### src/rtl/tensor_core_pkg.sv
// Shared constants and types for the word loader and its character normalizer.
package tensor_core_pkg;

    localparam logic [7:0] NULL_CHAR  = 8'h00;
    localparam logic [7:0] DELIM_CHAR = 8'h20;

    typedef enum logic [2:0] {
        IDLE,
        LOAD,
        TERM,
        MATCH,
        RESULT
    } loader_state_t;

endpackage

### src/rtl/char_normalizer.sv
// Combinational character classifier; folds 'A'..'Z' to lower case when
// WORD_LOADER_CASEFOLD_EN is defined.
module char_normalizer
    import tensor_core_pkg::*;
#(
    parameter int unsigned DATA_WIDTH = 8
) (
    input  logic [DATA_WIDTH-1:0] raw_char,
    output logic [DATA_WIDTH-1:0] norm_char,
    output logic                  is_delim,
    output logic                  is_null
);

    assign is_delim = (raw_char == DATA_WIDTH'(DELIM_CHAR));
    assign is_null  = (raw_char == DATA_WIDTH'(NULL_CHAR));

`ifdef WORD_LOADER_CASEFOLD_EN
    always_comb begin
        norm_char = raw_char;
        if (raw_char >= DATA_WIDTH'(8'h41) && raw_char <= DATA_WIDTH'(8'h5A)) begin
            norm_char = raw_char + DATA_WIDTH'(8'h20);
        end
    end
`else
    assign norm_char = raw_char;
`endif

endmodule

### src/rtl/word_loader.sv
// Splits a character stream into NULL-terminated words in the input SRAM and runs the matcher
// on each one. Optional casefold: WORD_LOADER_CASEFOLD_EN.
module word_loader
    import tensor_core_pkg::*;
#(
    parameter int unsigned ADDR_WIDTH = 4,
    parameter int unsigned DATA_WIDTH = 8
) (
    input  logic                  clk,
    input  logic                  rst_n,
    input  logic                  s_valid,
    input  logic [DATA_WIDTH-1:0] s_data,
    input  logic                  s_last,
    output logic                  s_ready,
    input  logic [ADDR_WIDTH-1:0] base_addr,
    output logic                  mem_we,
    output logic [ADDR_WIDTH-1:0] mem_addr,
    output logic [DATA_WIDTH-1:0] mem_wdata,
    output logic                  match_cs,
    input  logic                  match_done,
    input  logic                  match_found,
    output logic                  res_valid,
    input  logic                  res_ready,
    output logic                  res_found,
    output logic [ADDR_WIDTH-1:0] res_len,
    output logic                  res_trunc
);

    // Capacity leaves one slot for the terminator.
    localparam logic [ADDR_WIDTH-1:0] MAX_LEN = '1;

    loader_state_t         state_q, state_d;
    logic [ADDR_WIDTH-1:0] len_q, len_d;
    logic                  trunc_q, trunc_d;
    logic                  found_q, found_d;
    logic                  cs_q, cs_d;
    logic                  we_q, we_d;
    logic [ADDR_WIDTH-1:0] addr_q, addr_d;
    logic [DATA_WIDTH-1:0] wdata_q, wdata_d;

    logic [DATA_WIDTH-1:0] norm_char;
    logic                  is_delim;
    logic                  is_null;
    logic                  accept;

    char_normalizer #(
        .DATA_WIDTH(DATA_WIDTH)
    ) u_norm (
        .raw_char (s_data),
        .norm_char(norm_char),
        .is_delim (is_delim),
        .is_null  (is_null)
    );

    assign s_ready = (state_q == IDLE) || (state_q == LOAD);
    assign accept  = s_valid && s_ready;

    always_comb begin
        state_d = state_q;
        len_d   = len_q;
        trunc_d = trunc_q;
        found_d = found_q;
        cs_d    = cs_q;
        we_d    = 1'b0;
        addr_d  = addr_q;
        wdata_d = wdata_q;

        unique case (state_q)
            IDLE: begin
                if (accept && !is_delim && !is_null) begin
                    we_d    = 1'b1;
                    addr_d  = base_addr;
                    wdata_d = norm_char;
                    len_d   = ADDR_WIDTH'(1);
                    state_d = s_last ? TERM : LOAD;
                end
            end
            LOAD: begin
                if (accept) begin
                    if (is_delim || is_null) begin
                        state_d = TERM;
                    end else begin
                        if (len_q != MAX_LEN) begin
                            we_d    = 1'b1;
                            addr_d  = base_addr + len_q;
                            wdata_d = norm_char;
                            len_d   = len_q + ADDR_WIDTH'(1);
                        end else begin
                            trunc_d = 1'b1;
                        end
                        if (s_last) begin
                            state_d = TERM;
                        end
                    end
                end
            end
            TERM: begin
                we_d    = 1'b1;
                addr_d  = base_addr + len_q;
                wdata_d = DATA_WIDTH'(NULL_CHAR);
                cs_d    = 1'b1;
                state_d = MATCH;
            end
            MATCH: begin
                if (match_done) begin
                    found_d = match_found;
                    cs_d    = 1'b0;
                    state_d = RESULT;
                end
            end
            RESULT: begin
                if (res_ready) begin
                    len_d   = '0;
                    trunc_d = 1'b0;
                    state_d = IDLE;
                end
            end
            default: begin
                state_d = IDLE;
                cs_d    = 1'b0;
            end
        endcase
    end

    always_ff @(posedge clk or negedge rst_n) begin
        if (!rst_n) begin
            state_q <= IDLE;
            len_q   <= '0;
            trunc_q <= 1'b0;
            found_q <= 1'b0;
            cs_q    <= 1'b0;
            we_q    <= 1'b0;
            addr_q  <= '0;
            wdata_q <= '0;
        end else begin
            state_q <= state_d;
            len_q   <= len_d;
            trunc_q <= trunc_d;
            found_q <= found_d;
            cs_q    <= cs_d;
            we_q    <= we_d;
            addr_q  <= addr_d;
            wdata_q <= wdata_d;
        end
    end

    assign mem_we    = we_q;
    assign mem_addr  = addr_q;
    assign mem_wdata = wdata_q;
    assign match_cs  = cs_q;
    assign res_valid = (state_q == RESULT);
    assign res_found = found_q;
    assign res_len   = len_q;
    assign res_trunc = trunc_q;

endmodule
### config.mk
export PLATFORM = sky130hd
export DESIGN_NAME = word_loader
export DESIGN_NICKNAME = d
export VERILOG_FILES = /design/src/rtl/tensor_core_pkg.sv /design/src/rtl/char_normalizer.sv /design/src/rtl/word_loader.sv
export SDC_FILE = /design/constraint.sdc
export NUM_CORES = 1
export LEC_CHECK = 0
export ABC_AREA = 0
export CAP_MARGIN = 20
export CORE_MARGIN = 1
export CORE_UTILIZATION = 42
export CTS_CLUSTER_DIAMETER = 30
export DETAILED_ROUTE_END_ITERATION = 12
export HOLD_SLACK_MARGIN = 0.03
export PLACE_DENSITY = 0.76
export SLEW_MARGIN = 15
export SYNTH_ARGS = -nofsm -noshare
export SYNTH_HDL_FRONTEND = slang
export SYNTH_SLANG_ARGS = --single-unit
export TNS_END_PERCENT = 50
### constraint.sdc
create_clock -name clk -period 2.2 [get_ports clk]
set_clock_uncertainty 0.15 [all_clocks]
set_input_delay 0.66 -clock clk [delete_from_list [all_inputs] [get_ports clk]]
set_output_delay 0.66 -clock clk [all_outputs]
set_load 0.005 [all_outputs]
==> key figures, run 1 <==
Run status
  • Status: complete, no violations

Clock tree
  • H-tree levels: 1
  • Longest Clk Path Bufs: 2
  • Post-CTS setup buffers: 0
  • CTS Buf Count: 3
  • Root buf cell: clkbuf_4
  • CTS tree: yes
  • Hold buffer count at cts: 0
  • Worst-skew pair later-pin latency: 0.32 ns
  • Clk sink count: 23
  • Clock-pin slew on the worst setup and hold paths: 0.13 ns

Power
  • Leakage: 0.854 nW
  • Cell Pwr Density: 1180 nW/um2
  • Overall Power: 0.00237 W
  • Worst vdd ir: 539 uV

Timing
  • Normalized max-slew margin: 73.6%
  • Pins Over Slew Limit: 0
  • Tmin final: 2.16 ns
  • Fin crit share: 98.1%
  • Worst Tran Pin Value: 0.390 ns
  • Setup WS post-layout: 0.0429 ns
  • Hold Vio Cnt, Final: 0
  • # setup viols final: 0
  • FMAX: 0.464 GHz
  • RSZ-0062 raised after global routing: no

Die
  • Initial Util: 44.2%
  • Die area: 3420 um2
  • Die width: 58.5 um
  • Row count: 20
  • Core Area: 3030 um2
  • Die Ht: 58.5 um
  • Io pins: 41

Synthesis
  • Net Count, Synth: 160
  • Avg Cell Area, Syn: 9.84 um2
  • Cell area after synthesis: 1340 um2
  • Post-synth EDFFs: 0
  • FFs w/ async S/R, synth: 100%
  • Primary FF master, synth: dfrtp_1
  • Syn Inst Count: 136
  • Unique masters post-synth: 39
  • #FFs+latches synth: 23
  • Seq/Total Area, Yosys: 43.0%
  • Syn. warnings: 0

Route
  • Average wire per standard cell: 14.4 um
  • Drt total wl: 3450 um
  • Vias: 1,296
  • DRC viols: 0
  • Initial detailed-routing violation count: 23
  • Drt pass-1 iters: 4
  • Routed Antenna Nets: 0
  • Routed vias/inst: 5.42

Setup path
  • R2r worst-path depth: 5
  • Crit path launch type: input port
  • Req. time, crit path: 2.27 ns
  • Crit-path max FO: 3
  • Arr. time, crit path: 2.23 ns
  • Reg2reg setup slack: 0.07 ns
  • Worst setup path class: input port to flip-flop
  • Crit end category: flip-flop

Place
  • IO Port Bufs: 40
  • HPWL Detailed: 2580 um
  • Worst slack at placement: -0.474 ns
  • RD Place Congestion: 0.745

Finish
  • Synth-to-layout area growth: 49.6%
  • N_diodes: 0
  • Commonest non-fill, non-tap cell in the layout: clkdlybuf4s50_1
  • Share of layout cells above drive strength 1: 24.6%
  • Fillers: 269
  • Area of the multi-input gates: 703 um2
  • Most frequent cells in the layout: clkdlybuf4s50_1, dfrtp_1, buf_4, inv_1, o21ai_0
  • Register area: 577 um2
  • Nets: 220
  • Layout Utilization: 66.2%

GRT
  • Initial antenna violation count: 0
  • Largest net degree at the start of global routing: 24
  • Remaining global-route overflow: 0
  • Vias in the first global route: 1,327
  • First-pass GRT wire length: 5760 um
  • GRT Overall Usage: 22.5%

Min path
  • Worst hold stages: 1
  • HP Class: flip-flop to flip-flop

Job
  • Max_cap viols: 0
## report_power, final
group	leakage, nW	switching, W	internal, W
Sequential	0.285	0.000110	0.000600
Combinational	0.554	0.000633	0.000821
Clock	0.0150	0.000131	0.0000711
## worst paths after layout
kind	start	end
max in group asynchronous	rst_n	res_len[2]$_DFFE_PN0P_
hold reg to reg	mem_addr[1]$_DFFE_PN0P_	mem_addr[1]$_DFFE_PN0P_
setup reg to reg	res_len[0]$_DFFE_PN0P_	res_len[0]$_DFFE_PN0P_
setup / recovery	s_data[7]	res_len[0]$_DFFE_PN0P_
hold / removal	mem_addr[1]$_DFFE_PN0P_	mem_addr[1]$_DFFE_PN0P_
min in group asynchronous	rst_n	res_len[0]$_DFFE_PN0P_
## layer usage
| metal | share of wire, % | wire, um | up-vias | GRT usage, % |
|---|---|---|---|---|
| met5 | 0 | 0 | - | 0 |
| met4 | 2.0 | 69 | 0 | 9.52 |
| met3 | 5.1 | 175 | 8 | 3.96 |
| met2 | 51 | 1770 | 44 | 38.8 |
| met1 | 42 | 1440 | 631 | 27.9 |
| li1 | - | - | 613 | - |
## through the flow
| step | hold WS [ns] | setup TNS [ns] | std cells | instance area (um2) |
|---|---|---|---|---|
| finish | 0.371 | 0 | 239 | 2000 |
| global route | 0.408 | 0 | 239 | 2000 |
| CTS | 0.375 | -0.00260 | 239 | 1990 |
| detailed placement | 0.345 | -5.82 | 235 | 1930 |
| global placement | 0.340 | -5.37 | 235 | 1930 |
| floorplan | 0.214 | 0 | 136 | 1340 |
## cells in the mapped netlist (2+ instances only)
cell	count	area share, %
nand3_1	3	1.1
mux2_2	6	5.0
xnor2_1	2	1.3
nand2_1	6	1.7
nor3b_1	3	1.7
a31oi_1	2	0.93
ha_1	4	3.7
inv_1	15	4.2
o21ai_0	14	5.2
or3_1	3	1.4
o21a_1	2	1.1
a211o_1	2	1.3
nor3_1	3	1.1
mux2i_1	2	1.5
and3_1	2	0.93
nand4_1	9	4.2
buf_4	3	1.7
nor4_1	2	0.93
clkbuf_1	3	0.84
dfrtp_1	23	43
a21oi_1	7	2.6
nor2_1	3	0.84
## final cells by class
cell class | count | share of cell area [%]
Timing Repair Buffer | 63 | 29.2
Tap cell | 44 | 2.75
Sequential cell | 23 | 28.8
Clock buffer | 4 | 1.31
Multi-Input combinational cell | 90 | 35.1
Inverter | 15 | 2.81
## worst max-delay path, stage by stage
cell             delay, ns
clkdlybuf4s50_1       0.43
or4_4                 0.57
nor3_2                0.11
or4_4                 0.15
mux2_4                0.30
## sequential cells by signal, indices dropped and copies added (netlist names)
register / cells
mem_wdata: 8
mem_addr: 4
res_len: 4
state_q: 3
match_cs: 1
mem_we: 1
res_found: 1
res_trunc: 1
## cells by family (layout without fill, tap and decap cells)
group,Yosys count,count (layout),share of synthesized area [%]
simple gates,39,39,17.2
buf+inv,23,82,7.94
mux,9,9,7.66
flops,23,23,43.0
fa+ha+maj,5,5,5.23
xor+xnor,2,2,1.31
compound gates,35,35,17.7
## repair_timing
action / CTS / global route
endpoints found under the setup margin: 9 / 12
resized for setup: 19 / 5
pin swaps: 1 / 2
(Power assumes the default switching activity.)
==> run 2: changes to the inputs <==
GPL_TIMING_DRIVEN = 0   (was default)
==> key figures, run 2 (same netlist as run 1, synthesis figures left out) <==
Run status
  • Status: complete, but fails checks
  • Violated checks: setup timing

Setup path
  • Worst path top cell family by delay: flip-flops
  • WP depth: 3 (-2)
  • CP cell instances: buf_6 -> nor3b_4 -> clkbuf_2
  • Req. time, crit path: 1.39 ns (-0.88 ns)
  • Worst path slowest cell: dfrtp_2
  • Crit-path max FO: 10 (+7)
  • Crit path launch type: flip-flop
  • WP buf/inv: 2 (+1)
  • Worst setup path class: flip-flop to output port
  • R2r worst-path depth: 5 (unchanged)
  • Crit end category: output port
  • Arr. time, crit path: 1.39 ns (-0.84 ns)
  • Worst path max stage delay: 0.49 ns (-0.08 ns)

Power
  • Leakage: 0.844 nW (-1.2%)
  • Int Power: 0.00146 W (-2.3%)
  • Cell Pwr Density: 1190 nW/um2 (+0.66%)
  • Worst vdd ir: 587 uV (+9.0%)
  • Power share of the clock group: 8.5% (about the same)
  • NetSw: 0.000873 W (about the same)
  • Comb power frac: 60.0% (-1.5 points)
  • Sequential share of power: 31.5% (+1.5 points)
  • Switching portion of total power: 37.5% (+0.54 points)

Clock tree
  • CTS Buf Count: 3 (unchanged)
  • Worst-skew pair later-pin latency: 0.32 ns (about the same)
  • Root buf cell: clkbuf_4
  • Clock-pin slew on the worst setup and hold paths: 0.12 ns (about the same)
  • Clk sink count: 23 (unchanged)
  • CTS tree: yes
  • H-tree levels: 1 (unchanged)
  • Longest Clk Path Bufs: 2 (unchanged)

Timing
  • Fin crit share: 100% (+2.1 points)
  • FMAX: 0.454 GHz (-2.1%)
  • # setup viols final: 1 (+1)
  • Worst Tran Pin Value: 0.491 ns (+0.100 ns)
  • Tmin final: 2.20 ns (+0.0469 ns)
  • RSZ-0062 raised after global routing: yes
  • Setup WS post-layout: -0.00406 ns (-0.0469 ns)
  • Normalized max-slew margin: 67.2% (-6.4 points)
  • Pins Over Slew Limit: 0 (unchanged)
  • Hold Vio Cnt, Final: 0 (unchanged)

Route
  • Vias: 1,261 (-2.7%)
  • Drt total wl: 3360 um (-2.6%)
  • Drt pass-1 iters: 4 (unchanged)
  • Routed vias/inst: 5.46 (+0.67%)
  • DRC viols: 0 (unchanged)
  • Average wire per standard cell: 14.6 um (+0.74%)
  • Routed Antenna Nets: 0 (unchanged)
  • Initial detailed-routing violation count: 32 (+39%)

Die
  • Row count: 20 (unchanged)
  • Die area: 3420 um2 (unchanged)
  • Initial Util: 44.2% (unchanged)
  • Die Ht: 58.5 um (unchanged)
  • Io pins: 41 (unchanged)
  • Die width: 58.5 um (unchanged)
  • Core Area: 3030 um2 (unchanged)

Place
  • Worst slack at placement: -0.527 ns (-0.0530 ns)
  • IO Port Bufs: 40 (unchanged)
  • HPWL Detailed: 2410 um (-6.5%)
  • RD Place Congestion: 0.821 (+10%)
  • Placed inst area: 1790 um2 (-7.0%)

Finish
  • Fillers: 253 (-5.9%)
  • Max reg flops: 8 (unchanged)
  • Most frequent cells in the layout: clkdlybuf4s50_1, dfrtp_1, inv_1, o21ai_0
  • Layout Utilization: 64.8% (-1.4 points)
  • Post-Layout Inst Area: 1960 um2 (-2.1%)
  • Nets: 212 (-3.6%)
  • Share of layout cells above drive strength 1: 23.0% (-1.6 points)
  • Synth-to-layout area growth: 46.5%
  • N_diodes: 0 (unchanged)
  • Commonest non-fill, non-tap cell in the layout: clkdlybuf4s50_1

GRT
  • GRT Overall Usage: 20.5% (-2.0 points)
  • Remaining global-route overflow: 0 (unchanged)
  • Initial antenna violation count: 0 (unchanged)
  • First-pass GRT wire length: 5400 um (-6.4%)
  • Vias in the first global route: 1,244 (-6.3%)
  • Largest net degree at the start of global routing: 24 (unchanged)

Min path
  • Worst hold stages: 1 (unchanged)
  • HP Class: flip-flop to flip-flop

Job
  • Max_cap viols: 0 (unchanged)
## run 2: stage by stage
step | total power, W | hold slack, ns | setup TNS [ns] | cells
after floorplan | 0.00147 | 0.214 | 0 | 136
after global placement | 0.00196 | 0.340 | -8.52 | 220
after detailed placement | 0.00200 | 0.342 | -8.24 | 220
after CTS | 0.00227 | 0.370 | -0.245 | 225
after global routing | 0.00250 | 0.395 | -0.0697 | 231
final | 0.00233 | 0.368 | -0.00406 | 231
## run 2: repair_timing
action,in CTS,in global routing
setup buffers,1,6
hold endpoints to repair,0,0
gates cloned,0,0
hold buffers,0,0
endpoints found under the setup margin,16,20
pin swaps,2,5
gates resized for setup,18,15
## run 2: power groups by stage
stage | registers (W) | logic [W] | clock network [W]
after floorplan | 0.000722 | 0.000745 | 0
after global placement | 0.000720 | 0.00124 | 0
after detailed placement | 0.000724 | 0.00128 | 0
after CTS | 0.000724 | 0.00134 | 0.000204
after global routing | 0.000757 | 0.00153 | 0.000221
final | 0.000735 | 0.00140 | 0.000199
## run 2: final timing paths
check / from / endpoint / slack [ns]
worst max-delay path: state_q[0]$_DFFE_PN0P_ / res_valid / -0.004
worst min-delay path: res_found$_DFFE_PN0P_ / res_found$_DFFE_PN0P_ / 0.37
worst max register to register: res_len[0]$_DFFE_PN0P_ / res_len[0]$_DFFE_PN0P_ / 0.04
worst min register to register: res_found$_DFFE_PN0P_ / res_found$_DFFE_PN0P_ / 0.37
max in group asynchronous: rst_n / state_q[0]$_DFFE_PN0P_ / 0.92
min in group asynchronous: rst_n / mem_addr[3]$_DFFE_PN0P_ / 0.50
## run 2: layout make-up
class | count | area (um2) | area share, %
inverter | 15 | 56.3 | 2.87
tap | 44 | 55.1 | 2.81
buffer | 7 | 60.1 | 3.06
timing repair buffer | 48 | 470 | 24.0
multi-input combinational | 90 | 712 | 36.3
clock buffer | 3 | 22.5 | 1.15
sequential | 23 | 581 | 29.6
clock inverter | 1 | 5.00 | 0.255
## run 2: per-layer routing
metal	wire length, um	vias up	global-route usage, %
met2	1690	33	35.5
met3	149	2	5.71
met1	1510	619	26.6
met5	0	-	0
met4	5	0	2.04
li1	-	607	-
==> run 3: changes to the inputs <==
CORE_MARGIN = 3   (was 1)
==> key figures, run 3 (same netlist as run 1, synthesis figures left out) <==
Run status
  • Status: complete, no violations

Min path
  • HP Class: flip-flop to flip-flop

GRT
  • Met1 Resource Use GR: 23.0% (-3.6 points)
  • Global Route met2 Usage: 28.9% (-6.6 points)
  • M3 GR Usage: 4.50% (-1.2 points)
  • Initial antenna violation count: 0 (unchanged)
  • GRT Overall Usage: 17.7% (-2.7 points)
  • First-pass GRT wire length: 5750 um (+6.7%)
  • Remaining global-route overflow: 0 (unchanged)
  • Largest net degree at the start of global routing: 24 (unchanged)
  • Vias in the first global route: 1,270 (+2.1%)
  • GR peak layer: met2

Clock tree
  • H-tree levels: 1 (unchanged)
  • CTS tree: yes
  • Hold buffer count at cts: 0 (unchanged)
  • Longest Clk Path Bufs: 2 (unchanged)
  • Clock-pin slew on the worst setup and hold paths: 0.13 ns (about the same)
  • Root buf cell: clkbuf_4
  • CTS Buf Count: 3 (unchanged)
  • Worst-skew pair later-pin latency: 0.33 ns (about the same)
  • Clk sink count: 23 (unchanged)

Die
  • Die width: 62.5 um (+6.8%)
  • Row count: 19 (-5.0%)
  • Core Area: 2900 um2 (-4.2%)
  • Io pins: 41 (unchanged)
  • Die Ht: 62.5 um (+6.8%)
  • Initial Util: 46.2% (+1.9 points)
  • Die area: 3900 um2 (+14%)

Route
  • Routed Antenna Nets: 0 (unchanged)
  • Vias: 1,237 (-1.9%)
  • Initial detailed-routing violation count: 72 (+130%)
  • Average wire per standard cell: 14.8 um (+1.5%)
  • DRC viols: 0 (unchanged)
  • Drt total wl: 3340 um (-0.71%)
  • Routed vias/inst: 5.47 (+0.27%)
  • Drt pass-1 iters: 4 (unchanged)

Timing
  • Setup WS post-layout: 0.0484 ns (+0.0525 ns)
  • Normalized max-slew margin: 66.6% (-0.62 points)
  • Pins Over Slew Limit: 0 (unchanged)
  • Fin crit share: 97.8% (-2.4 points)
  • Final hold slack: 0.371 ns (+0.00235 ns)
  • Tmin final: 2.15 ns (-0.0525 ns)
  • # setup viols final: 0 (-1)
  • Hold Vio Cnt, Final: 0 (unchanged)
  • FMAX: 0.465 GHz (+2.4%)
  • RSZ-0062 raised after global routing: yes
  • Worst Tran Pin Value: 0.500 ns (+0.00972 ns)

Power
  • Worst vdd ir: 697 uV (+19%)
  • Comb power frac: 60.3% (+0.3 points)
  • Power share of the clock group: 8.7% (+0.2 points)
  • Overall Power: 0.00232 W (-0.32%)
  • Int Power: 0.00146 W (-0.13%)
  • Leakage: 0.839 nW (-0.54%)
  • NetSw: 0.000868 W (-0.64%)
  • Sequential share of power: 31.0% (-0.5 points)
  • Cell Pwr Density: 1190 nW/um2 (about the same)
  • Switching portion of total power: 37.3% (-0.12 points)

Finish
  • Max reg flops: 8 (unchanged)
  • Most frequent cells in the layout: clkdlybuf4s50_1, dfrtp_1, inv_1, o21ai_0, nand4_1
  • Nets: 209 (-1.4%)
  • Synth-to-layout area growth: 46.2%
  • Post-Layout Inst Area: 1960 um2 (-0.25%)
  • Fillers: 233 (-7.9%)
  • Commonest non-fill, non-tap cell in the layout: clkdlybuf4s50_1
  • N_diodes: 0 (unchanged)
  • Share of layout cells above drive strength 1: 22.3% (-0.71 points)
  • Final std cells w/o fill: 226 (-2.2%)

Setup path
  • Crit-path max FO: 3 (-7)
  • Worst path slowest cell: or4_4
  • CP cell instances: clkdlybuf4s50_1 -> or4_4 -> o21ai_0 -> nor4_1 -> a211o_1
  • Crit path launch type: input port
  • Worst path top cell family by delay: simple AND/OR/NAND/NOR gates
  • WP buf/inv: 1 (-1)
  • Worst path max stage delay: 0.47 ns (-0.02 ns)
  • Arr. time, crit path: 2.23 ns (+0.84 ns)
  • Worst setup path class: input port to flip-flop
  • Req. time, crit path: 2.28 ns (+0.89 ns)
  • Crit end category: flip-flop

Place
  • Placed inst area: 1790 um2 (-0.14%)
  • RD Place Congestion: 0.861 (+4.8%)
  • HPWL Detailed: 2420 um (+0.22%)
  • IO Port Bufs: 40 (unchanged)
  • Placed cell count: 218 (-0.91%)
  • Worst slack at placement: -0.535 ns (-0.00798 ns)

Job
  • Max_cap viols: 0 (unchanged)
[run 3: stage by stage]
stage	setup TNS, ns	util [%]
6_report	0	67.5
2_1_floorplan	0	-
3_5_place_dp	-8.43	61.8
5_1_grt	-0.00719	67.5
4_1_cts	-0.110	64.8
3_3_place_gp	-8.49	61.8
[run 3: what timing repair did]
item | CTS | global route
setup endpoints to repair | 16 | 20
resized for setup | 22 | 19
buffers inserted | 2 | 1
pin swaps | 1 | 3
gates cloned | 0 | 0
[run 3: metal layers]
layer	up-vias	wire length, um
met2	31	1610
met1	608	1540
li1	594	-
met4	0	29
met3	4	163
met5	-	0
[run 3: cell type report]
cell class	count	area (um2)	share of cell area, %
Timing Repair Buffer	44	442	22.6
Tap cell	42	52.6	2.69
Inverter	15	56.3	2.88
Sequential cell	23	579	29.6
Clock inverter	1	5.00	0.256
Clock buffer	3	22.5	1.15
Buffer	8	76.3	3.90
Multi-Input combinational cell	90	723	37.0
[run 3: final timing paths]
path | from | to | slack, ns | cells past startpoint
setup / recovery | s_data[6] | res_len[3]$_DFFE_PN0P_ | 0.05 | 5
hold / removal | mem_addr[1]$_DFFE_PN0P_ | mem_addr[1]$_DFFE_PN0P_ | 0.37 | 1
setup reg to reg | res_len[1]$_DFFE_PN0P_ | res_len[0]$_DFFE_PN0P_ | 0.05 | 5
hold reg to reg | mem_addr[1]$_DFFE_PN0P_ | mem_addr[1]$_DFFE_PN0P_ | 0.37 | 1
max in group asynchronous | rst_n | mem_wdata[3]$_DFFE_PN0P_ | 1.00 | 2
min in group asynchronous | rst_n | res_trunc$_DFFE_PN0P_ | 0.45 | 1
[run 3: power by group through the flow]
stage          Sequential [W]  Combinational [W]  Clock [W]
3_5_place_dp         0.000725            0.00128          0
5_1_grt              0.000743            0.00154   0.000230
3_3_place_gp         0.000717            0.00125          0
6_report             0.000721            0.00140   0.000201
2_1_floorplan        0.000722           0.000745          0
4_1_cts              0.000723            0.00135   0.000210
